## src/rtl/display_pkg.sv

```systemverilog
// rtl/display_pkg.sv - shared constants, converter states and double-dabble step for display_ctrl
package display_pkg;

  localparam int NUM_DIGITS = 6;

  // Active-low segment patterns, bit order {g,f,e,d,c,b,a}
  localparam logic [6:0] SEG_0     = 7'b1000000;
  localparam logic [6:0] SEG_1     = 7'b1111001;
  localparam logic [6:0] SEG_2     = 7'b0100100;
  localparam logic [6:0] SEG_3     = 7'b0110000;
  localparam logic [6:0] SEG_4     = 7'b0011001;
  localparam logic [6:0] SEG_5     = 7'b0010010;
  localparam logic [6:0] SEG_6     = 7'b0000010;
  localparam logic [6:0] SEG_7     = 7'b1111000;
  localparam logic [6:0] SEG_8     = 7'b0000000;
  localparam logic [6:0] SEG_9     = 7'b0010000;
  localparam logic [6:0] SEG_BLANK = 7'b1111111;

  typedef enum logic [1:0] {
    IDLE,
    CONV_A,
    CONV_B,
    COMMIT
  } conv_state_e;

  // One double-dabble iteration: correct nibbles >= 5, then shift the next binary bit in.
  // The hundreds nibble never exceeds 2 for 8-bit inputs, so the MSB lost by the shift is always 0.
  function automatic logic [11:0] dd_step(input logic [11:0] bcd, input logic bit_in);
    logic [11:0] adj;
    adj = bcd;
    for (int i = 0; i < 3; i++) begin
      if (adj[i*4 +: 4] >= 4'd5) begin
        adj[i*4 +: 4] = adj[i*4 +: 4] + 4'd3;
      end
    end
    return {adj[10:0], bit_in};
  endfunction

endpackage

```

## src/rtl/bcd_decode7.sv

```systemverilog
// rtl/bcd_decode7.sv - combinational BCD nibble to active-low 7-segment decoder
module bcd_decode7
  import display_pkg::*;
(
  input  logic [3:0] digit_i,
  output logic [6:0] seg_o
);

  always_comb begin
    seg_o = SEG_BLANK;
    case (digit_i)
      4'd0:    seg_o = SEG_0;
      4'd1:    seg_o = SEG_1;
      4'd2:    seg_o = SEG_2;
      4'd3:    seg_o = SEG_3;
      4'd4:    seg_o = SEG_4;
      4'd5:    seg_o = SEG_5;
      4'd6:    seg_o = SEG_6;
      4'd7:    seg_o = SEG_7;
      4'd8:    seg_o = SEG_8;
      4'd9:    seg_o = SEG_9;
      default: seg_o = SEG_BLANK;
    endcase
  end

endmodule

```

## src/rtl/display_ctrl.sv

```systemverilog
// rtl/display_ctrl.sv - six-digit multiplexed 7-segment driver with sequential BCD conversion
// Optional leading-zero blanking per 3-digit group when DISPLAY_LZB_EN is defined.
module display_ctrl
  import display_pkg::*;
#(
  parameter int REFRESH_DIV = 50000
) (
  input  logic       clk,
  input  logic       rstn,
  input  logic       enable_displays,
  input  logic [7:0] number_a,
  input  logic [7:0] number_b,
  output logic [5:0] digit_an,
  output logic [6:0] seg
);

  localparam int               CNT_W    = (REFRESH_DIV > 1) ? $clog2(REFRESH_DIV) : 1;
  localparam logic [CNT_W-1:0] CNT_LAST = CNT_W'(REFRESH_DIV - 1);

  conv_state_e      state_q, state_d;
  logic [2:0]       bit_cnt_q, bit_cnt_d;
  logic [7:0]       shadow_a_q, shadow_a_d;
  logic [7:0]       shadow_b_q, shadow_b_d;
  logic [11:0]      bcd_q, bcd_d;
  logic [11:0]      res_a_q, res_a_d;
  logic [23:0]      digits_q, digits_d;
  logic [CNT_W-1:0] scan_cnt_q, scan_cnt_d;
  logic [2:0]       idx_q, idx_d;
  logic [5:0]       digit_an_q, digit_an_d;
  logic [6:0]       seg_q, seg_d;

  logic        dd_bit;
  logic [11:0] dd_next;
  logic [3:0]  cur_digit;
  logic        lz_blank;
  logic [3:0]  dec_in;
  logic [6:0]  dec_seg;

  // The single double-dabble engine is fed from whichever shadow is being converted
  assign dd_bit  = (state_q == CONV_A) ? shadow_a_q[7] : shadow_b_q[7];
  assign dd_next = dd_step(bcd_q, dd_bit);

  always_comb begin
    state_d    = state_q;
    bit_cnt_d  = bit_cnt_q;
    shadow_a_d = shadow_a_q;
    shadow_b_d = shadow_b_q;
    bcd_d      = bcd_q;
    res_a_d    = res_a_q;
    digits_d   = digits_q;
    case (state_q)
      IDLE: begin
        shadow_a_d = number_a;
        shadow_b_d = number_b;
        bcd_d      = '0;
        bit_cnt_d  = '0;
        state_d    = CONV_A;
      end
      CONV_A: begin
        bcd_d      = dd_next;
        shadow_a_d = shadow_a_q << 1;
        bit_cnt_d  = bit_cnt_q + 3'd1;
        if (bit_cnt_q == 3'd7) begin
          res_a_d = dd_next;
          bcd_d   = '0;
          state_d = CONV_B;
        end
      end
      CONV_B: begin
        bcd_d      = dd_next;
        shadow_b_d = shadow_b_q << 1;
        bit_cnt_d  = bit_cnt_q + 3'd1;
        if (bit_cnt_q == 3'd7) begin
          state_d = COMMIT;
        end
      end
      COMMIT: begin
        digits_d = {res_a_q, bcd_q};
        state_d  = IDLE;
      end
      default: state_d = IDLE;
    endcase
  end

  always_comb begin
    scan_cnt_d = scan_cnt_q + 1'b1;
    idx_d      = idx_q;
    if (scan_cnt_q == CNT_LAST) begin
      scan_cnt_d = '0;
      idx_d      = (idx_q == 3'(NUM_DIGITS - 1)) ? 3'd0 : idx_q + 3'd1;
    end
  end

  always_comb begin
    cur_digit = digits_q[3:0];
    case (idx_q)
      3'd1:    cur_digit = digits_q[7:4];
      3'd2:    cur_digit = digits_q[11:8];
      3'd3:    cur_digit = digits_q[15:12];
      3'd4:    cur_digit = digits_q[19:16];
      3'd5:    cur_digit = digits_q[23:20];
      default: cur_digit = digits_q[3:0];
    endcase
  end

`ifdef DISPLAY_LZB_EN
  // Hundreds blank on zero; tens blank only when the hundreds above it is also zero
  always_comb begin
    lz_blank = 1'b0;
    case (idx_q)
      3'd5:    lz_blank = (digits_q[23:20] == 4'd0);
      3'd4:    lz_blank = (digits_q[23:16] == 8'd0);
      3'd2:    lz_blank = (digits_q[11:8] == 4'd0);
      3'd1:    lz_blank = (digits_q[11:4] == 8'd0);
      default: lz_blank = 1'b0;
    endcase
  end
`else
  assign lz_blank = 1'b0;
`endif

  // 4'hF is outside 0..9, so the decoder renders it blank
  assign dec_in = lz_blank ? 4'hF : cur_digit;

  bcd_decode7 u_decode (
    .digit_i (dec_in),
    .seg_o   (dec_seg)
  );

  always_comb begin
    digit_an_d = '1;
    seg_d      = SEG_BLANK;
    if (enable_displays) begin
      digit_an_d = ~(6'b000001 << idx_q);
      seg_d      = dec_seg;
    end
  end

  always_ff @(posedge clk) begin
    if (!rstn) begin
      state_q    <= IDLE;
      bit_cnt_q  <= '0;
      shadow_a_q <= '0;
      shadow_b_q <= '0;
      bcd_q      <= '0;
      res_a_q    <= '0;
      digits_q   <= '0;
      scan_cnt_q <= '0;
      idx_q      <= '0;
      digit_an_q <= '1;
      seg_q      <= SEG_BLANK;
    end else begin
      state_q    <= state_d;
      bit_cnt_q  <= bit_cnt_d;
      shadow_a_q <= shadow_a_d;
      shadow_b_q <= shadow_b_d;
      bcd_q      <= bcd_d;
      res_a_q    <= res_a_d;
      digits_q   <= digits_d;
      scan_cnt_q <= scan_cnt_d;
      idx_q      <= idx_d;
      digit_an_q <= digit_an_d;
      seg_q      <= seg_d;
    end
  end

  assign digit_an = digit_an_q;
  assign seg      = seg_q;

endmodule

```

## config.mk

```make
export PLATFORM = sky130hd
export DESIGN_NAME = display_ctrl
export DESIGN_NICKNAME = d
export VERILOG_FILES = /design/src/rtl/display_pkg.sv /design/src/rtl/bcd_decode7.sv /design/src/rtl/display_ctrl.sv
export SDC_FILE = /design/constraint.sdc
export NUM_CORES = 1
export LEC_CHECK = 0
export ABC_CLOCK_PERIOD_IN_PS = 3400
export CAP_MARGIN = 20
export CORE_UTILIZATION = 51
export CTS_CLUSTER_DIAMETER = 80
export DETAILED_ROUTE_END_ITERATION = 12
export GPL_TIMING_DRIVEN = 0
export PLACE_DENSITY = 0.75
export SYNTH_ARGS = -nofsm -noshare
export SYNTH_HDL_FRONTEND = slang
export SYNTH_HIERARCHICAL = 1
export SYNTH_SLANG_ARGS = --single-unit
```

## constraint.sdc

```tcl
create_clock -name clk -period 3.4 [get_ports clk]
set_input_delay 0.68 -clock clk [delete_from_list [all_inputs] [get_ports clk]]
set_output_delay 0.68 -clock clk [all_outputs]
set_load 0.02 [all_outputs]
```

==> impl_table.tex <==
\begin{tabular}{lr}
\hline
Metric & Value \\
\hline
\multicolumn{2}{l}{\textbf{Clock network}} \\
\quad Number of post-CTS setup repair buffers & 0 \\
\quad Worst skew pair latency & 0.36 ns \\
\quad CTS buffer count & 9 \\
\quad Maximum clock path buffer count & 2 \\
\quad Clock slew at reported path FFs & 0.10 ns \\
\quad CTS H-tree lvls & 3 \\
\quad CTS sink count & 101 \\
\quad Clock tree from TritonCTS & yes \\
\quad CTS Hold Buffers Added & 0 \\
\quad Post-cts sizing count & 1 \\
\quad Clock tree root driver cell & sky130\_fd\_sc\_hd\_\_clkbuf\_8 \\
\multicolumn{2}{l}{\textbf{Layout}} \\
\quad Layout net count & 614 \\
\quad Number of antenna cells inserted & 0 \\
\quad Share of layout cells above drive strength 1 & 0.0861 \\
\quad Post-route cell area & 5450 um2 \\
\quad Fill cell total of the finished layout & 761 \\
\quad Area growth from synthesis to layout & 13.8\% \\
\quad Fraction of the core area covered by cells at the end of the flow & 0.612 \\
\multicolumn{2}{l}{\textbf{Detailed routing}} \\
\quad Vias per Instance & 5.38 \\
\quad Via count & 3709 \\
\quad Number of violations reported at the end of detailed-routing iteration 0 & 118 \\
\quad Iteration count of the initial detailed-routing pass & 4 \\
\quad Remaining antenna violation count & 0 \\
\quad Average routed wire per standard cell & 13.9 um \\
\quad Total routed wirelength & 9.56 mm \\
\quad Number of remaining DRC errors & 0 \\
\multicolumn{2}{l}{\textbf{Timing}} \\
\quad Peak clock frequency supported by timing & 0.323 GHz \\
\quad Total Negative Setup Slacks & 0 ns \\
\quad Transition time at the pin with the least slew margin & 0.614 ns \\
\quad Worst-case headroom to the max-slew limit & 0.590 \\
\quad Worst hold-check slack & 0.477 ns \\
\quad Hold Fails Final Rpt & 0 \\
\quad Share of the cycle needed by the critical path after routing & 0.910 \\
\quad Final critical-path required period & 3.09 ns \\
\quad Total count of max-transition violations in the final report & 0 \\
\quad RSZ-0062 raised after global routing & no \\
\quad Skew final & 0.0130 ns \\
\quad Setup-violating endpoint count in the final report & 0 \\
\multicolumn{2}{l}{\textbf{Die}} \\
\quad Initial core utilization & 0.538 \\
\quad I/O pins & 32 \\
\quad Vertical die dimension & 98.8 um \\
\quad DIE WIDTH & 98.8 um \\
\quad Placeable core region & 8890 um2 \\
\quad Row Count & 34 \\
\quad Die area & 9770 um2 \\
\multicolumn{2}{l}{\textbf{Synthesis}} \\
\quad Number of enable-type register cells in the synthesized netlist & 0 \\
\quad Synth Area per Inst & 8.92 um2 \\
\quad Count of mapped cells out of synthesis & 536 \\
\quad Cell type contributing the most total cell area after synthesis & sky130\_fd\_sc\_hd\_\_dfxtp\_1 \\
\quad Warning count from the yosys run & 6 \\
\quad Biggest area contributors in the synthesized netlist & sky130\_fd\_sc\_hd\_\_dfxtp\_1, sky130\_fd\_sc\_hd\_\_mux2i\_1, sky130\_fd\_sc\_hd\_\_ha\_1, sky130\_fd\_sc\_hd\_\_o21ai\_0, sky130\_fd\_sc\_hd\_\_nor2b\_1 \\
\quad Most used flip-flop cell after synthesis & sky130\_fd\_sc\_hd\_\_dfxtp\_1 \\
\quad Fraction of registers with async set/reset & 0 \\
\quad Sequential area share after synthesis & 0.423 \\
\quad Cell area after synthesis & 4780 um2 \\
\quad Post-synthesis cell type count & 49 \\
\quad Mapped Nets & 574 \\
\quad Synth top area share & 0.423 \\
\quad Synthesis-stage register bit count & 101 \\
\multicolumn{2}{l}{\textbf{Pwr}} \\
\quad Leakage power summed over all cells & 1.95 nW \\
\quad Internal cell power & 0.00195 W \\
\quad Power density relative to cell area & 500 nW/um2 \\
\quad Total net switching power & 0.000775 W \\
\quad Gate power share & 0.214 \\
\quad Sequential share of power & 0.482 \\
\quad Final total power & 0.00273 W \\
\quad Share of power burned in the clock network & 0.304 \\
\quad Largest vdd supply drop & 0.316 mV \\
\quad Switching Fraction & 0.284 \\
\multicolumn{2}{l}{\textbf{Job}} \\
\quad Maximum Capacitance Violations & 0 \\
\multicolumn{2}{l}{\textbf{GRT}} \\
\quad Global route total overflow & 0 \\
\quad Maximum number of pins on one net before global-route repair & 17 \\
\quad Global-route usage over all layers & 0.208 \\
\quad Antenna violations before repair & 0 \\
\quad Number of global-route vias before repair & 3599 \\
\quad Global-route wire length before repair & 16.2 mm \\
\multicolumn{2}{l}{\textbf{Worst setup path}} \\
\quad CP Data Required Time & 3.65 ns \\
\quad Endpoint class of the critical path & register \\
\quad Worst setup path category & reg -> reg \\
\quad Worst EP arrival & 3.34 ns \\
\quad Kind of launch point of the worst setup path & register \\
\quad Critical Path Fanout Max & 12 \\
\multicolumn{2}{l}{\textbf{Place}} \\
\quad Count of input and output buffers & 31 \\
\quad Half-perimeter wire length of the detailed placement result & 7.05 mm \\
\quad RD Place Congestion & 0.845 \\
\quad Area after DPL & 5230 um2 \\
\multicolumn{2}{l}{\textbf{Status}} \\
\quad Status & finished, final reports clean \\
\multicolumn{2}{l}{\textbf{Min path}} \\
\quad Kind of path behind the tightest hold check & reg -> reg \\
\hline
\end{tabular}
[Yosys cell counts (all sizes together), types with 4 or more instances]
master,count
a21boi,8
a21oi,20
a31oi,5
and2,23
buf,7
clkbuf,26
dfxtp,101
ha,19
inv,17
mux2,6
mux2i,40
nand2,48
nand2b,11
nand3,12
nand4,10
nor2,40
nor2b,30
nor3,4
nor3b,7
nor4,4
o21a,4
o21ai,45
or2,8
xnor2,15
[worst paths after layout]
check / end / cells past startpoint / from / slack, ns
setup / recovery: seg[1] / 13 / idx_q[0] / 0.31
hold / removal: scan_cnt_q[0] / 1 / scan_cnt_q[0] / 0.48
setup reg to reg: seg[1] / 13 / idx_q[0] / 0.31
hold reg to reg: scan_cnt_q[0] / 1 / scan_cnt_q[0] / 0.48
[cells by family (layout without fill, tap and decap cells)]
| group | count (synthesis) | count (layout) | synth area share |
|---|---|---|---|
| AO/OA/AOI/OAI | 98 | 98 | 0.120 |
| XOR/XNOR | 18 | 18 | 0.0330 |
| adder cells (fa/ha/maj) | 19 | 19 | 0.0497 |
| buffers and inverters | 50 | 95 | 0.0450 |
| flip-flops | 101 | 101 | 0.423 |
| multiplexers | 46 | 46 | 0.0978 |
| AND/OR/NAND/NOR | 204 | 204 | 0.232 |
[power groups by stage]
stage	registers, W	clock network, W	logic [W]
floorplan	0.00134	0	0.000451
global placement	0.00134	0	0.000573
detailed placement	0.00134	0	0.000587
CTS	0.00131	0.000849	0.000589
global route	0.00132	0.000897	0.000655
finish	0.00131	0.000827	0.000584
[cell type report]
type / count / area [um2] / share of cell area
Buffer: 31 / 145 / 0.0267
Clock buffer: 11 / 131 / 0.0241
Clock inverter: 5 / 82.6 / 0.0152
Inverter: 17 / 63.8 / 0.0117
Multi-Input combinational cell: 385 / 2550 / 0.469
Sequential cell: 101 / 2020 / 0.371
Tap cell: 108 / 135 / 0.0248
Timing Repair Buffer: 31 / 310 / 0.0570
[critical path, stage by stage, from the launching register on]
cell,delay (ns)
sky130_fd_sc_hd__dfxtp_1,0.45
sky130_fd_sc_hd__clkbuf_2,0.25
sky130_fd_sc_hd__nand2_1,0.11
sky130_fd_sc_hd__inv_1,0.05
sky130_fd_sc_hd__ha_2,0.24
sky130_fd_sc_hd__nor2_1,0.15
sky130_fd_sc_hd__a211oi_1,0.07
sky130_fd_sc_hd__a211o_1,0.29
sky130_fd_sc_hd__a31oi_1,0.38
sky130_fd_sc_hd__inv_1,0.15
sky130_fd_sc_hd__ha_1,0.33
sky130_fd_sc_hd__o21ai_0,0.13
sky130_fd_sc_hd__o21ai_0,0.09
sky130_fd_sc_hd__or2_2,0.29
[state kept, by name (all words and copies together) (netlist names)]
| register | count |
|---|---|
| digits_q | 24 |
| scan_cnt_q | 16 |
| bcd_q | 12 |
| res_a_q | 12 |
| shadow_a_q | 8 |
| shadow_b_q | 8 |
| seg | 7 |
| digit_an | 6 |
| bit_cnt_q | 3 |
| idx_q | 3 |
| state_q | 2 |
[cells in the final DEF (no fill, tap or decap), types with 4 or more instances in the layout]
cell | synthesis | layout
sky130_fd_sc_hd__a21boi_0 | 8 | 8
sky130_fd_sc_hd__a21oi_1 | 19 | 19
sky130_fd_sc_hd__a31oi_1 | 5 | 4
sky130_fd_sc_hd__and2_1 | 22 | 22
sky130_fd_sc_hd__clkbuf_1 | 26 | 25
sky130_fd_sc_hd__clkbuf_8 | 0 | 9
sky130_fd_sc_hd__clkdlybuf4s50_1 | 0 | 31
sky130_fd_sc_hd__dfxtp_1 | 101 | 101
sky130_fd_sc_hd__ha_1 | 19 | 18
sky130_fd_sc_hd__inv_1 | 17 | 17
sky130_fd_sc_hd__mux2_2 | 6 | 6
sky130_fd_sc_hd__mux2i_1 | 40 | 40
sky130_fd_sc_hd__nand2_1 | 48 | 48
sky130_fd_sc_hd__nand2b_1 | 10 | 10
sky130_fd_sc_hd__nand3_1 | 12 | 12
sky130_fd_sc_hd__nand4_1 | 10 | 10
sky130_fd_sc_hd__nor2_1 | 30 | 30
sky130_fd_sc_hd__nor2_2 | 10 | 10
sky130_fd_sc_hd__nor2b_1 | 30 | 30
sky130_fd_sc_hd__nor3_1 | 4 | 4
sky130_fd_sc_hd__nor3b_1 | 7 | 7
sky130_fd_sc_hd__o21a_1 | 4 | 4
sky130_fd_sc_hd__o21ai_0 | 45 | 45
sky130_fd_sc_hd__or2_2 | 7 | 7
sky130_fd_sc_hd__xnor2_1 | 15 | 15
[metrics by stage]
step,instances,setup slack (ns)
2_1_floorplan,536,0.314
3_3_place_gp,675,-0.230
3_5_place_dp,675,-0.263
4_1_cts,689,0.109
5_1_grt,689,0.0653
6_report,689,0.307
[layer usage]
metal	vias to the layer above	wire length, um	track usage
li1	1898	-	-
met2	78	4570	0.357
met5	-	0	0
met1	1721	4440	0.246
met4	0	156	0.0769
met3	12	387	0.0603
Power figures use the tool's default switching activity.
